**config.mk**
```make
export PLATFORM = sky130hd
export DESIGN_NAME = sram_controller_flat
export DESIGN_NICKNAME = d
export VERILOG_FILES = /design/src/rtl/sram_controller_if.sv /design/src/rtl/sram_controller.sv /design/src/flat_wrapper.sv
export SDC_FILE = /design/constraint.sdc
export NUM_CORES = 1
export LEC_CHECK = 0
export ABC_AREA = 1
export BUFFER_PORTS_ARGS = -buffer_cell sky130_fd_sc_hd__buf_2
export CAP_MARGIN = 40
export CORE_MARGIN = 2
export CORE_UTILIZATION = 47
export CTS_CLUSTER_DIAMETER = 60
export DETAILED_ROUTE_END_ITERATION = 12
export GPL_TIMING_DRIVEN = 0
export PLACE_DENSITY = 0.76
export SLEW_MARGIN = 5
export SYNTH_ARGS = -nofsm -noshare
export SYNTH_HDL_FRONTEND = slang
export SYNTH_SLANG_ARGS = --single-unit
```
**constraint.sdc**
```tcl
create_clock -name clk -period 3 [get_ports clk]
set_input_delay 0.3 -clock clk [delete_from_list [all_inputs] [get_ports clk]]
set_output_delay 0.3 -clock clk [all_outputs]
set_load 0.02 [all_outputs]
```
**src/rtl/sram_controller_if.sv**
```systemverilog
// sram_controller_if
// Memory-stage request bus between the CPU pipeline and the SRAM controller.
//   wr_en, rd_en : store / load request. Held by the pipeline until ready=1.
//   address      : ARM byte address. The data region starts at 1024.
//   write_data   : store data. Stable while wr_en=1.
//   read_data    : assembled 32-bit load word.
//   ready        : 0 while an access is pending. Drives the pipeline freeze.
// Modports: master = pipeline side, slave = controller side.
interface sram_controller_if;
  logic        wr_en;
  logic        rd_en;
  logic [31:0] address;
  logic [31:0] write_data;
  logic [31:0] read_data;
  logic        ready;

  modport master (
    output wr_en, rd_en, address, write_data,
    input  read_data, ready
  );

  modport slave (
    input  wr_en, rd_en, address, write_data,
    output read_data, ready
  );
endinterface

```
**src/rtl/sram_controller.sv**
```systemverilog
// sram_controller
// Bridges 32-bit MEM-stage loads and stores onto a 16-bit asynchronous SRAM.
// Each word is moved in two half-word phases: LOW first, then HIGH.
// Each phase lasts WAIT_CYCLES+1 cycles.
// Ports:
//   clk          : single clock. All state updates on its rising edge.
//   rst          : asynchronous active-low reset.
//   bus          : pipeline request bus (sram_controller_if.slave).
//   sram_addr    : half-word SRAM address.
//   sram_dq_out  : SRAM write data. Driven onto the pads when sram_dq_oe=1.
//   sram_dq_in   : SRAM read data from the pads.
//   sram_dq_oe   : enable for the external tristate driver.
//   sram_we_n    : active-low SRAM write strobe.
//   sram_oe_n    : active-low SRAM output strobe.
module sram_controller #(
  parameter int WAIT_CYCLES = 1
) (
  input  logic              clk,
  input  logic              rst,
  sram_controller_if.slave  bus,
  output logic [17:0]       sram_addr,
  output logic [15:0]       sram_dq_out,
  input  logic [15:0]       sram_dq_in,
  output logic              sram_dq_oe,
  output logic              sram_we_n,
  output logic              sram_oe_n
);

  typedef enum logic [1:0] {IDLE, LOW, HIGH, DONE} state_t;

  localparam logic [3:0] LAST = 4'(WAIT_CYCLES);

  state_t      state;
  state_t      state_nxt;
  logic [3:0]  cnt;
  logic        op_wr;
  logic [31:0] addr_q;
  logic [31:0] wdata_q;
  logic [31:0] read_data_q;
  logic [16:0] word_off;
  logic        last_cyc;
  logic        start;

  assign last_cyc = (cnt == LAST);
  assign start    = (state == IDLE) && (state_nxt == LOW);

  // The offset wraps modulo 2^32 and is not range checked.
  // Only bits [18:2] of the difference form the word offset.
  assign word_off = 17'((addr_q - 32'd1024) >> 2);

  assign bus.read_data = read_data_q;

  // State register
  always_ff @(posedge clk or negedge rst) begin
    if (!rst) state <= IDLE;
    else      state <= state_nxt;
  end

  // Next-state logic. Requests seen in DONE are ignored.
  always_comb begin
    state_nxt = state;
    case (state)
      IDLE:    if (bus.wr_en || bus.rd_en) state_nxt = LOW;
      LOW:     if (last_cyc) state_nxt = HIGH;
      HIGH:    if (last_cyc) state_nxt = DONE;
      DONE:    state_nxt = IDLE;
      default: state_nxt = IDLE;
    endcase
  end

  // Cycle counter. Clears on every state entry and counts only in LOW and HIGH.
  always_ff @(posedge clk or negedge rst) begin
    if (!rst)                              cnt <= '0;
    else if (state_nxt != state)           cnt <= '0;
    else if (state == LOW || state == HIGH) cnt <= cnt + 4'd1;
  end

  // The operation is latched when the access starts.
  // A request that is dropped later cannot change or abort it.
  // A combined wr_en+rd_en request is treated as a write.
  always_ff @(posedge clk or negedge rst) begin
    if (!rst)       op_wr <= 1'b0;
    else if (start) op_wr <= bus.wr_en;
  end

  always_ff @(posedge clk) begin
    if (start) begin
      addr_q  <= bus.address;
      wdata_q <= bus.write_data;
    end
  end

  // Read capture on the last cycle of each phase.
  // The strobe has been low for WAIT_CYCLES cycles by then.
  always_ff @(posedge clk or negedge rst) begin
    if (!rst) begin
      read_data_q <= '0;
    end else if (!op_wr && last_cyc) begin
      if (state == LOW)  read_data_q[15:0]  <= sram_dq_in;
      if (state == HIGH) read_data_q[31:16] <= sram_dq_in;
    end
  end

  // Output decode.
  // Write: we_n rises on the last cycle of each phase while address and data stay put.
  // ready is combinational, so the pipeline freezes in the same cycle as the request.
  always_comb begin
    sram_addr   = '0;
    sram_dq_out = '0;
    sram_dq_oe  = 1'b0;
    sram_we_n   = 1'b1;
    sram_oe_n   = 1'b1;
    bus.ready   = (state == DONE) ||
                  ((state == IDLE) && !bus.wr_en && !bus.rd_en);
    if (state == LOW || state == HIGH) begin
      sram_addr = {word_off, (state == HIGH)};
      if (op_wr) begin
        sram_dq_oe  = 1'b1;
        sram_dq_out = (state == HIGH) ? wdata_q[31:16] : wdata_q[15:0];
        sram_we_n   = last_cyc;
      end else begin
        sram_oe_n = 1'b0;
      end
    end
  end

endmodule

```
**src/flat_wrapper.sv**
```systemverilog
// flat-port wrapper written by rule: the top's interface ports become plain ports
module sram_controller_flat 
#(
  parameter int WAIT_CYCLES = 1
)
  (clk, rst, sram_addr, sram_dq_out, sram_dq_in, sram_dq_oe, sram_we_n, sram_oe_n, bus_wr_en, bus_rd_en, bus_address, bus_write_data, bus_read_data, bus_ready);
  sram_controller_if bus_i ();
  input  logic clk;
  input  logic rst;
  output logic [17:0] sram_addr;
  output logic [15:0] sram_dq_out;
  input  logic [15:0] sram_dq_in;
  output logic sram_dq_oe;
  output logic sram_we_n;
  output logic sram_oe_n;
  input wire logic [$bits(bus_i.wr_en)-1:0] bus_wr_en;
  input wire logic [$bits(bus_i.rd_en)-1:0] bus_rd_en;
  input wire logic [$bits(bus_i.address)-1:0] bus_address;
  input wire logic [$bits(bus_i.write_data)-1:0] bus_write_data;
  output wire logic [$bits(bus_i.read_data)-1:0] bus_read_data;
  output wire logic [$bits(bus_i.ready)-1:0] bus_ready;
  assign bus_i.wr_en = bus_wr_en;
  assign bus_i.rd_en = bus_rd_en;
  assign bus_i.address = bus_address;
  assign bus_i.write_data = bus_write_data;
  assign bus_read_data = bus_i.read_data;
  assign bus_ready = bus_i.ready;
  sram_controller #(.WAIT_CYCLES(WAIT_CYCLES)) u_core (.clk(clk), .rst(rst), .bus(bus_i), .sram_addr(sram_addr), .sram_dq_out(sram_dq_out), .sram_dq_in(sram_dq_in), .sram_dq_oe(sram_dq_oe), .sram_we_n(sram_we_n), .sram_oe_n(sram_oe_n));
endmodule
```
==> run_results.csv, run 1 <==
group,metric,value,unit
synthesis,netlist_top_cells_area,"sky130_fd_sc_hd__edfxtp_1 (41%), sky130_fd_sc_hd__dfrtp_1 (27%), sky130_fd_sc_hd__nand2_1 (6.4%)",
placement,placement.io_buffers,138,
timing,final.setup.tns,0,ns
clock_network,cts_max_level,3,
timing,final_hold_vios,0,
clock_network,cts.sinks,88,
drt,ant_nets_after_route,0,
worst_setup_path,timing.critical_path.required,2.70,ns
synthesis,synth_enable_flop_cells,49,
worst_setup_path,cp-start-kind,"flip-flop",
synthesis,synth.cell_area,3630,um^2
floorplanning,design.die.area,8430,um^2
placement,dp_hpwl,5.72,mm
timing,setup_viol_count_final,0,
placement,dpl_worst_slack,0.783,ns
pwr,power.leakage,2.39,nW
run,cap_viol_max_count,0,
clock_network,clkTransAtPathRegs,0.10,ns
clock_network,cts_buffer_depth,2,
synthesis,synth_fp_nets,428,
synthesis,ys_dominant_reg_cell,"sky130_fd_sc_hd__edfxtp_1",
worst_setup_path,cp-end-kind,"primary output",
timing,final_period_minus_worst_setup_slack,2.59,ns
final_layout,areaGrowthSynthToFinish,30.2,%
floorplanning,core-area,7610,um^2
grt,grt_antenna_before_repair,0,
drt,drt-wirelength-per-cell,13.1,um
timing,post-route-worst-setup-slack,0.408,ns
placement,place_congestion,0.794,
floorplanning,rows,32,
drt,drcViolationCount,0,
drt,drt_iter0_drc,108,
drt,totalWireLength,7.79,mm
grt,grt_first_pass_wirelength,12.6,mm
floorplanning,initial_core_util,47.7,%
floorplanning,design.portCount,154,
synthesis,ys_ff_latch,88,
worst_setup_path,ff2ff_path_depth,8,
floorplanning,floorplan.die.height,91.8,um
final_layout,post_layout_nonfiller_instances,595,
synthesis,yosysUniqueCellTypes,22,
synthesis,synth.yosys.seq_area_share,67.5,%
floorplanning,die_width,91.8,um
timing,grt_setup_unrepaired,"no",
final_layout,n_antenna_cell,0,
timing,max_slew.worst_pin.slew,0.584,ns
timing,final.period_utilization,86.4,%
min_path,worst_hold_depth,1,
worst_setup_path,timing.setup.critical_path_class,"reg2out",
synthesis,synthArstFlopShare,44.3,%
timing,worst_slew_margin_rel,61.0,%
timing,final-max-slew-violation-count,0,
drt,dr_total_vias,2809,
synthesis,post_synth_inst_count,336,
timing,timing.clock.skew,0.0143,ns
clock_network,insertion_delay,0.35,ns
clock_network,cts_repair_resize_count,0,
synthesis,yosys_synthesis_warning_count,0,
timing,max_freq,386,MHz
clock_network,post-cts-setup-buffers,0,
pwr,max-vdd-ir-drop,0.572,mV
final_layout,final_nets,580,
pwr,powerDensity,1110,nW/um^2
clock_network,numCtsBuffers,9,
synthesis,area_share_of_the_leading_cell_type_in_the_synthesized_netlist,40.6,%
min_path,hp-class,"in2reg",
clock_network,cts_root_buffer,"sky130_fd_sc_hd__clkbuf_8",
grt,grt_start_max_net_pins,39,
drt,drt-vias-per-instance,4.72,
grt,first_global_vias,2763,
clock_network,tritoncts_clock_tree,"built",
synthesis,yosys.area.top_type,"sky130_fd_sc_hd__edfxtp_1",
synthesis,synth_common_cells,"sky130_fd_sc_hd__nand2_1 (62), sky130_fd_sc_hd__edfxtp_1 (49), sky130_fd_sc_hd__nor2_1 (42)",
final_layout,drive_gt1_share,36.9,%
grt,grt_usage,19.0,%
placement,number_of_placed_instances_taps_included,578,
outcome,outcome,"finished, final reports clean",
worst_setup_path,worst_ep_arrival,2.29,ns
synthesis,post-synth-top-count-cell,"sky130_fd_sc_hd__nand2_1",
worst_setup_path,worst-path-max-fanout,10,
drt,first_pass_iters,4,
grt,total_congestion_overflow_after_global_routing,0,
synthesis,synthesis.area_per_instance,10.8,um^2
cell type report:
type | instances | area, um^2
buffer | 12 | 58.8
clock buffer | 10 | 128
timing repair buffer | 141 | 748
fill | 627 | 2890
inverter | 42 | 158
tap | 102 | 128
sequential | 88 | 2450
multi-input combinational | 194 | 962
clock inverter | 6 | 90.1
cell families (layout without fill, tap and decap cells):
group	Yosys count	after routing	synth area share [%]
DFF	88	88	67.5
adders and majority gates	8	8	2.76
AOI/OAI and AO/OA	38	38	5.24
xor gates and xnor gates	8	8	1.93
and+or+nand+nor	140	140	16.6
buffers and inverters	54	211	5.97
critical path, cell delays in order, from the launching register on:
cell	delay, ns
sky130_fd_sc_hd__dfrtp_1	0.46
sky130_fd_sc_hd__inv_1	0.13
sky130_fd_sc_hd__ha_1	0.28
sky130_fd_sc_hd__buf_2	0.18
sky130_fd_sc_hd__nand2_1	0.23
sky130_fd_sc_hd__buf_2	0.26
sky130_fd_sc_hd__nor3_1	0.21
sky130_fd_sc_hd__buf_2	0.19
where the power goes:
group | switching, mW | total (mW) | internal [mW]
Clock | 0.421 | 0.896 | 0.474
Sequential | 0.227 | 2.10 | 1.87
Combinational | 1.49 | 2.22 | 0.733
final timing paths:
kind                                    startpoint                        to  slack, ns
setup / recovery                   u_core.state[1]           sram_dq_out[11]       0.41
min in group asynchronous                      rst  u_core.bus.read_data[29]       0.26
hold reg to reg            u_core.bus.read_data[6]   u_core.bus.read_data[6]       0.50
hold / removal                  bus_write_data[30]        u_core.wdata_q[30]       0.11
max in group asynchronous                      rst           u_core.state[0]       2.34
setup reg to reg                   u_core.state[1]        u_core.wdata_q[25]       0.87
per-layer routing:
metal	global-route usage [%]	vias to the layer above	part of all wire (%)
met5	0	-	0
met4	6.97	0	1.9
met3	4.77	16	6.2
met2	32.4	99	49
met1	23.5	1307	43
li1	-	1387	-
per-stage QoR:
stage | power [mW] | instance area [um^2] | hold WS [ns] | utilization [%]
floorplan | 3.55 | 3630 | 0.00441 | -
global placement | 4.25 | 4440 | 0.448 | 58.4
detailed placement | 4.35 | 4490 | 0.0994 | 59.0
CTS | 5.26 | 4720 | 0.103 | 62.0
global route | 5.56 | 4720 | 0.0913 | 62.0
finish | 5.22 | 4720 | 0.115 | 62.0
flip-flops by register name (all words and copies together), names as in the netlist:
signal                cells
u_core.addr_q            17
u_core.state              2
u_core.bus.read_data     32
u_core.wdata_q           32
u_core.op_wr              1
u_core.cnt                4
what timing repair did:
item,in CTS,in global routing
setup endpoints to repair,0,0
hold buffers,1,0
hold endpoints to repair,39,0
placed cells by master (no fill, tap or decap):
| cell type | Yosys | routed |
|---|---|---|
| sky130_fd_sc_hd__dlygate4sd3_1 | 0 | 1 |
| sky130_fd_sc_hd__ha_1 | 8 | 8 |
| sky130_fd_sc_hd__buf_12 | 0 | 1 |
| sky130_fd_sc_hd__inv_1 | 40 | 39 |
| sky130_fd_sc_hd__nand3_1 | 6 | 6 |
| sky130_fd_sc_hd__a21oi_1 | 3 | 3 |
| sky130_fd_sc_hd__o21ai_1 | 33 | 33 |
| sky130_fd_sc_hd__clkbuf_1 | 1 | 2 |
| sky130_fd_sc_hd__o21ai_0 | 2 | 2 |
| sky130_fd_sc_hd__clkinvlp_4 | 0 | 1 |
| sky130_fd_sc_hd__xnor2_1 | 2 | 2 |
| sky130_fd_sc_hd__edfxtp_1 | 49 | 49 |
| sky130_fd_sc_hd__buf_2 | 11 | 149 |
| sky130_fd_sc_hd__nand3b_1 | 1 | 1 |
| sky130_fd_sc_hd__or2_2 | 2 | 2 |
| sky130_fd_sc_hd__dfrtp_1 | 39 | 39 |
| sky130_fd_sc_hd__xor2_1 | 6 | 6 |
| sky130_fd_sc_hd__nand2_2 | 6 | 6 |
| sky130_fd_sc_hd__nand4_1 | 1 | 1 |
| sky130_fd_sc_hd__nor3_1 | 15 | 15 |
| sky130_fd_sc_hd__buf_16 | 0 | 1 |
| sky130_fd_sc_hd__inv_6 | 0 | 2 |
| sky130_fd_sc_hd__nand2_1 | 62 | 62 |
| sky130_fd_sc_hd__nor2_1 | 42 | 42 |
| sky130_fd_sc_hd__bufinv_16 | 0 | 2 |
| sky130_fd_sc_hd__nor2_2 | 2 | 2 |
| sky130_fd_sc_hd__nor3_2 | 3 | 3 |
| sky130_fd_sc_hd__clkinv_2 | 0 | 1 |
| sky130_fd_sc_hd__clkbuf_8 | 0 | 9 |
| sky130_fd_sc_hd__inv_2 | 2 | 3 |
No activity file was read; power rests on OpenSTA's default activity.
==> run 2, diff against run 1 <==
--- a/config.mk
+++ b/config.mk
@@ -14,6 +14,7 @@
 export DETAILED_ROUTE_END_ITERATION = 12
 export GPL_TIMING_DRIVEN = 0
 export PLACE_DENSITY = 0.76
+export RECOVER_POWER = 25
 export SLEW_MARGIN = 5
 export SYNTH_ARGS = -nofsm -noshare
 export SYNTH_HDL_FRONTEND = slang
==> run 2 against run 1 <==
Compared with the run above:
- the run now ends with capacitance limit, slew limit left
- via count rose by 0.18%
- cell count unchanged
- clock power hardly changed
- count of clock-buffer cells in the layout unchanged
- design area fell by 0.37%
- worst hold slack unchanged
- largest cell class unchanged
- sequential cell count unchanged
- critical path type unchanged
- first-iteration DRC count unchanged
- clock skew stayed put
- combinational power about the same
==> run_results.csv, run 2 (same netlist as run 1, synthesis figures left out) <==
group,metric,value,unit
outcome,outcome,"complete, but fails checks",
outcome,violations,"capacitance limit, slew limit",
pwr,max-vdd-ir-drop,0.573,mV
placement,dp_hpwl,5.72,mm
run,cap_viol_max_count,1,
worst_setup_path,critical_path.most_common_cell,"sky130_fd_sc_hd__buf_2",
final_layout,final_area,4700,um^2
worst_setup_path,critical_path.n_buffers_inverters,4,
final_layout,n_antenna_cell,0,
floorplanning,rows,32,
grt,grt_usage,19.0,%
placement,place_congestion,0.794,
worst_setup_path,timing.setup.critical_path_class,"reg2out",
worst_setup_path,worst_path_max_delay_cell,"sky130_fd_sc_hd__dfrtp_1",
floorplanning,initial_core_util,47.7,%
pwr,total_power,5.21,mW
drt,drt_iter0_drc,108,
clock_network,tritoncts_clock_tree,"built",
worst_setup_path,cp-end-kind,"primary output",
timing,final_hold_vios,0,
drt,dr_total_vias,2814,
timing,final-max-slew-violation-count,39,
floorplanning,core-area,7610,um^2
worst_setup_path,timing.critical_path.required,2.70,ns
worst_setup_path,cp-start-kind,"flip-flop",
timing,final.setup.tns,0,ns
clock_network,cts.sinks,88,
drt,totalWireLength,7.79,mm
drt,drt-vias-per-instance,4.73,
final_layout,layout_common_cells,"sky130_fd_sc_hd__buf_2 (148), sky130_fd_sc_hd__nand2_1 (62), sky130_fd_sc_hd__edfxtp_1 (49)",
timing,grt_setup_unrepaired,"no",
worst_setup_path,worst_ep_arrival,2.29,ns
placement,placement.io_buffers,138,
timing,timing.clock.skew,0.0143,ns
min_path,hp-class,"in2reg",
grt,grt_antenna_before_repair,0,
clock_network,cts_buffer_depth,2,
final_layout,final_nets,580,
pwr,powerDensity,1110,nW/um^2
grt,first_global_vias,2763,
grt,total_congestion_overflow_after_global_routing,0,
floorplanning,die_width,91.8,um
worst_setup_path,critical-path-top-delay-family,"buffers and inverters",
timing,final.period_utilization,86.4,%
final_layout,post-route-util,61.8,%
drt,first_pass_iters,4,
clock_network,cts_max_level,3,
worst_setup_path,crit_path_cell_trace,"inv_1, ha_1, buf_2, nand2_1, buf_2, nor3_1, buf_2",
timing,setup_viol_count_final,0,
timing,worst_hold_margin,0.115,ns
placement,detailed_place.area,4490,um^2
clock_network,numCtsBuffers,9,
final_layout,drive_gt1_share,36.5,%
final_layout,areaGrowthSynthToFinish,29.7,%
grt,grt_first_pass_wirelength,12.6,mm
clock_network,cts_root_buffer,"sky130_fd_sc_hd__clkbuf_8",
floorplanning,design.die.area,8430,um^2
pwr,power.leakage,2.38,nW
timing,final_period_minus_worst_setup_slack,2.59,ns
worst_setup_path,crit_path_max_incr_delay,0.46,ns
timing,max_slew.worst_pin.slew,2.02,ns
floorplanning,floorplan.die.height,91.8,um
clock_network,insertion_delay,0.35,ns
drt,drcViolationCount,0,
final_layout,layout_commonest_cell,"sky130_fd_sc_hd__buf_2",
clock_network,clkTransAtPathRegs,0.10,ns
grt,grt_start_max_net_pins,39,
clock_network,post-cts-setup-buffers,0,
drt,drt-wirelength-per-cell,13.1,um
worst_setup_path,worst-path-max-fanout,10,
drt,ant_nets_after_route,0,
timing,max_freq,386,MHz
floorplanning,design.portCount,154,
timing,worst_slew_margin_rel,-34.8,%
-- run 2: per-layer routing --
metal  part of all wire (%)  global-route usage, %  vias up
met2                     49                   32.4       99
met5                      0                      0        -
met4                    1.9                   6.97        0
met3                    6.2                   4.77       16
met1                     42                   23.5     1312
li1                       -                      -     1387
-- run 2: area by class of cell --
cell class | instances | area [um^2]
Fill cell | 631 | 2910
Sequential cell | 88 | 2450
Multi-Input combinational cell | 194 | 962
Timing Repair Buffer | 141 | 731
Inverter | 42 | 158
Clock buffer | 10 | 128
Tap cell | 102 | 128
Clock inverter | 6 | 90.1
Buffer | 12 | 58.8
-- run 2: worst register-to-register path: stages (launching register included) --
cell and delay (ns):
sky130_fd_sc_hd__dfrtp_1 0.46, sky130_fd_sc_hd__inv_1 0.13, sky130_fd_sc_hd__ha_1 0.23, sky130_fd_sc_hd__inv_2 0.09, sky130_fd_sc_hd__nor3_2 0.05, sky130_fd_sc_hd__nand2_1 0.09, sky130_fd_sc_hd__nand3_1 0.09, sky130_fd_sc_hd__inv_2 0.44
sky130_fd_sc_hd__buf_16 0.25
-- run 2: worst paths after layout --
kind | slack, ns | endpoint | cells past startpoint | startpoint
worst max-delay path | 0.41 | sram_dq_out[11] | 7 | u_core.state[1]
worst min-delay path | 0.11 | u_core.wdata_q[30] | 1 | bus_write_data[30]
worst max register to register | 0.87 | u_core.wdata_q[25] | 8 | u_core.state[1]
worst min register to register | 0.50 | u_core.bus.read_data[6] | 2 | u_core.bus.read_data[6]
max in group asynchronous | 0.64 | u_core.state[0] | 3 | rst
min in group asynchronous | 0.25 | u_core.bus.read_data[29] | 2 | rst
-- run 2: metrics by stage --
| step | setup slack, ns | instances |
|---|---|---|
| final | 0.408 | 595 |
| after global routing | 0.145 | 595 |
| after CTS | 0.392 | 595 |
| after detailed placement | 0.783 | 578 |
| after global placement | 0.173 | 576 |
| after floorplan | 0.614 | 336 |
-- run 2: report_power, final --
part	internal [mW]	total (mW)	switching, mW
Sequential	1.87	2.10	0.227
Combinational	0.730	2.22	1.49
Clock	0.474	0.896	0.422
-- run 2: repair_timing --
| action | in CTS | in global routing |
|---|---|---|
| resized for setup | 0 | 0 |
| endpoints found under the hold margin | 39 | 0 |
| hold buffers | 1 | 0 |
==> run 3, diff against run 2 <==
--- a/config.mk
+++ b/config.mk
@@ -8,11 +8,11 @@
 export ABC_AREA = 1
 export BUFFER_PORTS_ARGS = -buffer_cell sky130_fd_sc_hd__buf_2
 export CAP_MARGIN = 40
-export CORE_MARGIN = 2
 export CORE_UTILIZATION = 47
 export CTS_CLUSTER_DIAMETER = 60
 export DETAILED_ROUTE_END_ITERATION = 12
 export GPL_TIMING_DRIVEN = 0
+export HOLD_SLACK_MARGIN = 0.12
 export PLACE_DENSITY = 0.76
 export RECOVER_POWER = 25
 export SLEW_MARGIN = 5
==> run 3 against run 2 <==
Compared with the run above:
- the run still ends with capacitance limit, slew limit left
- non-clock buffer count increased by 41
- cell count increased by 6.4%
- via count increased by 6.6%
- design area increased by 7.8%
- worst hold slack improved by 0.011 ns
- first-iteration DRC count increased by 17%
- core utilization increased by 7.0 points
- register-to-register slack about the same
- critical path depth unchanged
- sequential cell count unchanged
- total power decreased by 0.88%
- highest routed layer unchanged
==> run_results.csv, run 3 (same netlist as run 1, synthesis figures left out) <==
group,metric,value,unit
outcome,outcome,"complete, but fails checks",
outcome,violations,"capacitance limit, slew limit",
worst_setup_path,worst-path-max-fanout,10,
worst_setup_path,cp-end-kind,"primary output",
drt,highest_layer,"met4",
timing,final-max-slew-violation-count,39,
final_layout,n_antenna_cell,0,
timing,final_hold_vios,0,
floorplanning,die_width,89.8,um
timing,grt_setup_unrepaired,"no",
clock_network,cts_buffer_depth,2,
min_path,hp-class,"in2reg",
drt,dr_wl_met2,4.89,mm
worst_setup_path,r2r_setup_slack,0.88,ns
worst_setup_path,cp-start-kind,"flip-flop",
timing,max_freq,375,MHz
worst_setup_path,crit_path_cell_trace,"inv_1, ha_1, buf_2, clkbuf_1, nor2_1, nor3_1, buf_2",
floorplanning,core-area,7370,um^2
drt,ant_nets_after_route,0,
floorplanning,floorplan.die.height,89.8,um
drt,met3_wirelength,380,um
timing,setup_viol_count_final,0,
grt,grt_antenna_before_repair,0,
timing,final_period_minus_worst_setup_slack,2.67,ns
timing,timing.clock.skew,0.0212,ns
worst_setup_path,reg2reg_from,"u_core.state[0]",
placement,dp_hpwl,5.69,mm
grt,grt_first_pass_wirelength,14.2,mm
drt,first_pass_iters,4,
clock_network,cts.sinks,88,
final_layout,layout_common_cells,"sky130_fd_sc_hd__buf_2 (146), sky130_fd_sc_hd__nand2_1 (62), sky130_fd_sc_hd__edfxtp_1 (49)",
final_layout,areaGrowthSynthToFinish,39.8,%
worst_setup_path,critical_path.reg2reg.endpoint,"u_core.addr_q[4]",
worst_setup_path,critPathCapture,"sram_dq_out[5]",
drt,drt-wirelength-per-cell,14.1,um
floorplanning,initial_core_util,49.2,%
worst_setup_path,ff2ff_path_depth,8,
grt,first_global_vias,3030,
drt,drt_iter0_drc,126,
drt,drt-vias-per-instance,4.74,
run,cap_viol_max_count,1,
timing,final.period_utilization,88.9,%
floorplanning,design.die.area,8070,um^2
clock_network,cts_repair_resize_count,0,
final_layout,seq_area,2450,um^2
worst_setup_path,worst_ep_arrival,2.37,ns
grt,grt_usage,22.6,%
clock_network,tritoncts_clock_tree,"built",
clock_network,cts-hold-fix-buffers,41,
worst_setup_path,critical_path.n_buffers_inverters,4,
worst_setup_path,critical-path-top-delay-family,"buffers and inverters",
final_layout,layout_commonest_cell,"sky130_fd_sc_hd__buf_2",
timing,max_slew.worst_pin.slew,2.02,ns
floorplanning,design.portCount,154,
clock_network,cts_root_buffer,"sky130_fd_sc_hd__clkbuf_8",
worst_setup_path,timing.critical_path.depth,7,
clock_network,clkTransAtPathRegs,0.08,ns
clock_network,post-cts-setup-buffers,0,
worst_setup_path,crit_path_start,"u_core.state[0]",
floorplanning,rows,31,
final_layout,final_nets,621,
pwr,powerDensity,1020,nW/um^2
clock_network,numCtsBuffers,9,
pwr,power.leakage,2.53,nW
final_layout,drive_gt1_share,33.3,%
placement,place_congestion,0.795,
grt,total_congestion_overflow_after_global_routing,0,
placement,placement.io_buffers,138,
final_layout,fill_cell_instance_count_of_the_final_layout,545,
clock_network,insertion_delay,0.36,ns
drt,totalWireLength,8.90,mm
worst_setup_path,timing.critical_path.required,2.70,ns
worst_setup_path,timing.setup.critical_path_class,"reg2out",
worst_setup_path,crit_path_max_incr_delay,0.44,ns
drt,drcViolationCount,0,
clock_network,cts_max_level,3,
final_layout,multi_input_comb_area,962,um^2
worst_setup_path,critical_path.most_common_cell,"sky130_fd_sc_hd__buf_2",
worst_setup_path,worst_path_max_delay_cell,"sky130_fd_sc_hd__dfrtp_1",
grt,grt_start_max_net_pins,39,
final_layout,post-route-util,68.8,%
timing,worst_slew_margin_rel,-34.7,%
drt,wirelength_met1,3.48,mm
timing,final.setup.tns,0,ns
pwr,max-vdd-ir-drop,0.580,mV
drt,dr_total_vias,2999,
==> run 3: worst min-delay path by stage <==
stage,start,end,slack [ns],cells past startpoint
after global placement,rst,u_core.bus.read_data[4],0.45,1
after global routing,bus_address[8],u_core.addr_q[8],0.12,1
after detailed placement,rst,u_core.bus.read_data[4],0.1,1
final,bus_write_data[19],u_core.wdata_q[19],0.13,1
after floorplan,rst,u_core.bus.read_data[0],0.004,0
after CTS,bus_write_data[3],u_core.wdata_q[3],0.12,1
==> run 3: area by class of cell <==
type                    instances  area share (%)
flip-flops and latches         88            48.3
plain buffers                  12            1.16
multi-input cells             194            19.0
clock buffers                  11            3.01
repair buffers                182            22.3
clock inverters                 5           0.716
inverters                      42            3.11
well taps                      99            2.44
==> run 3: per-layer routing <==
layer	vias to the layer above	GRT usage, %
met2	95	41.1
met5	-	0
li1	1472	-
met3	12	4.65
met4	0	10.7
met1	1420	25.3
==> run 3: where the power goes <==
| part | leakage (nW) | internal (mW) | switching, mW |
|---|---|---|---|
| sequential | 0.914 | 1.87 | 0.242 |
| clock | 0.0958 | 0.357 | 0.425 |
| combinational | 1.52 | 0.751 | 1.52 |
==> run 3: metrics by stage <==
step | std cells | power [mW] | hold WS [ns] | instance area (um^2) | worst slack (ns)
after floorplan | 336 | 3.55 | 0.00441 | 3630 | 0.614
final | 633 | 5.17 | 0.126 | 5070 | 0.332
after CTS | 632 | 5.17 | 0.121 | 5080 | 0.353
after global placement | 573 | 4.26 | 0.448 | 4440 | 0.207
after detailed placement | 575 | 4.36 | 0.0990 | 4480 | 0.799
after global routing | 633 | 5.47 | 0.122 | 5070 | 0.188
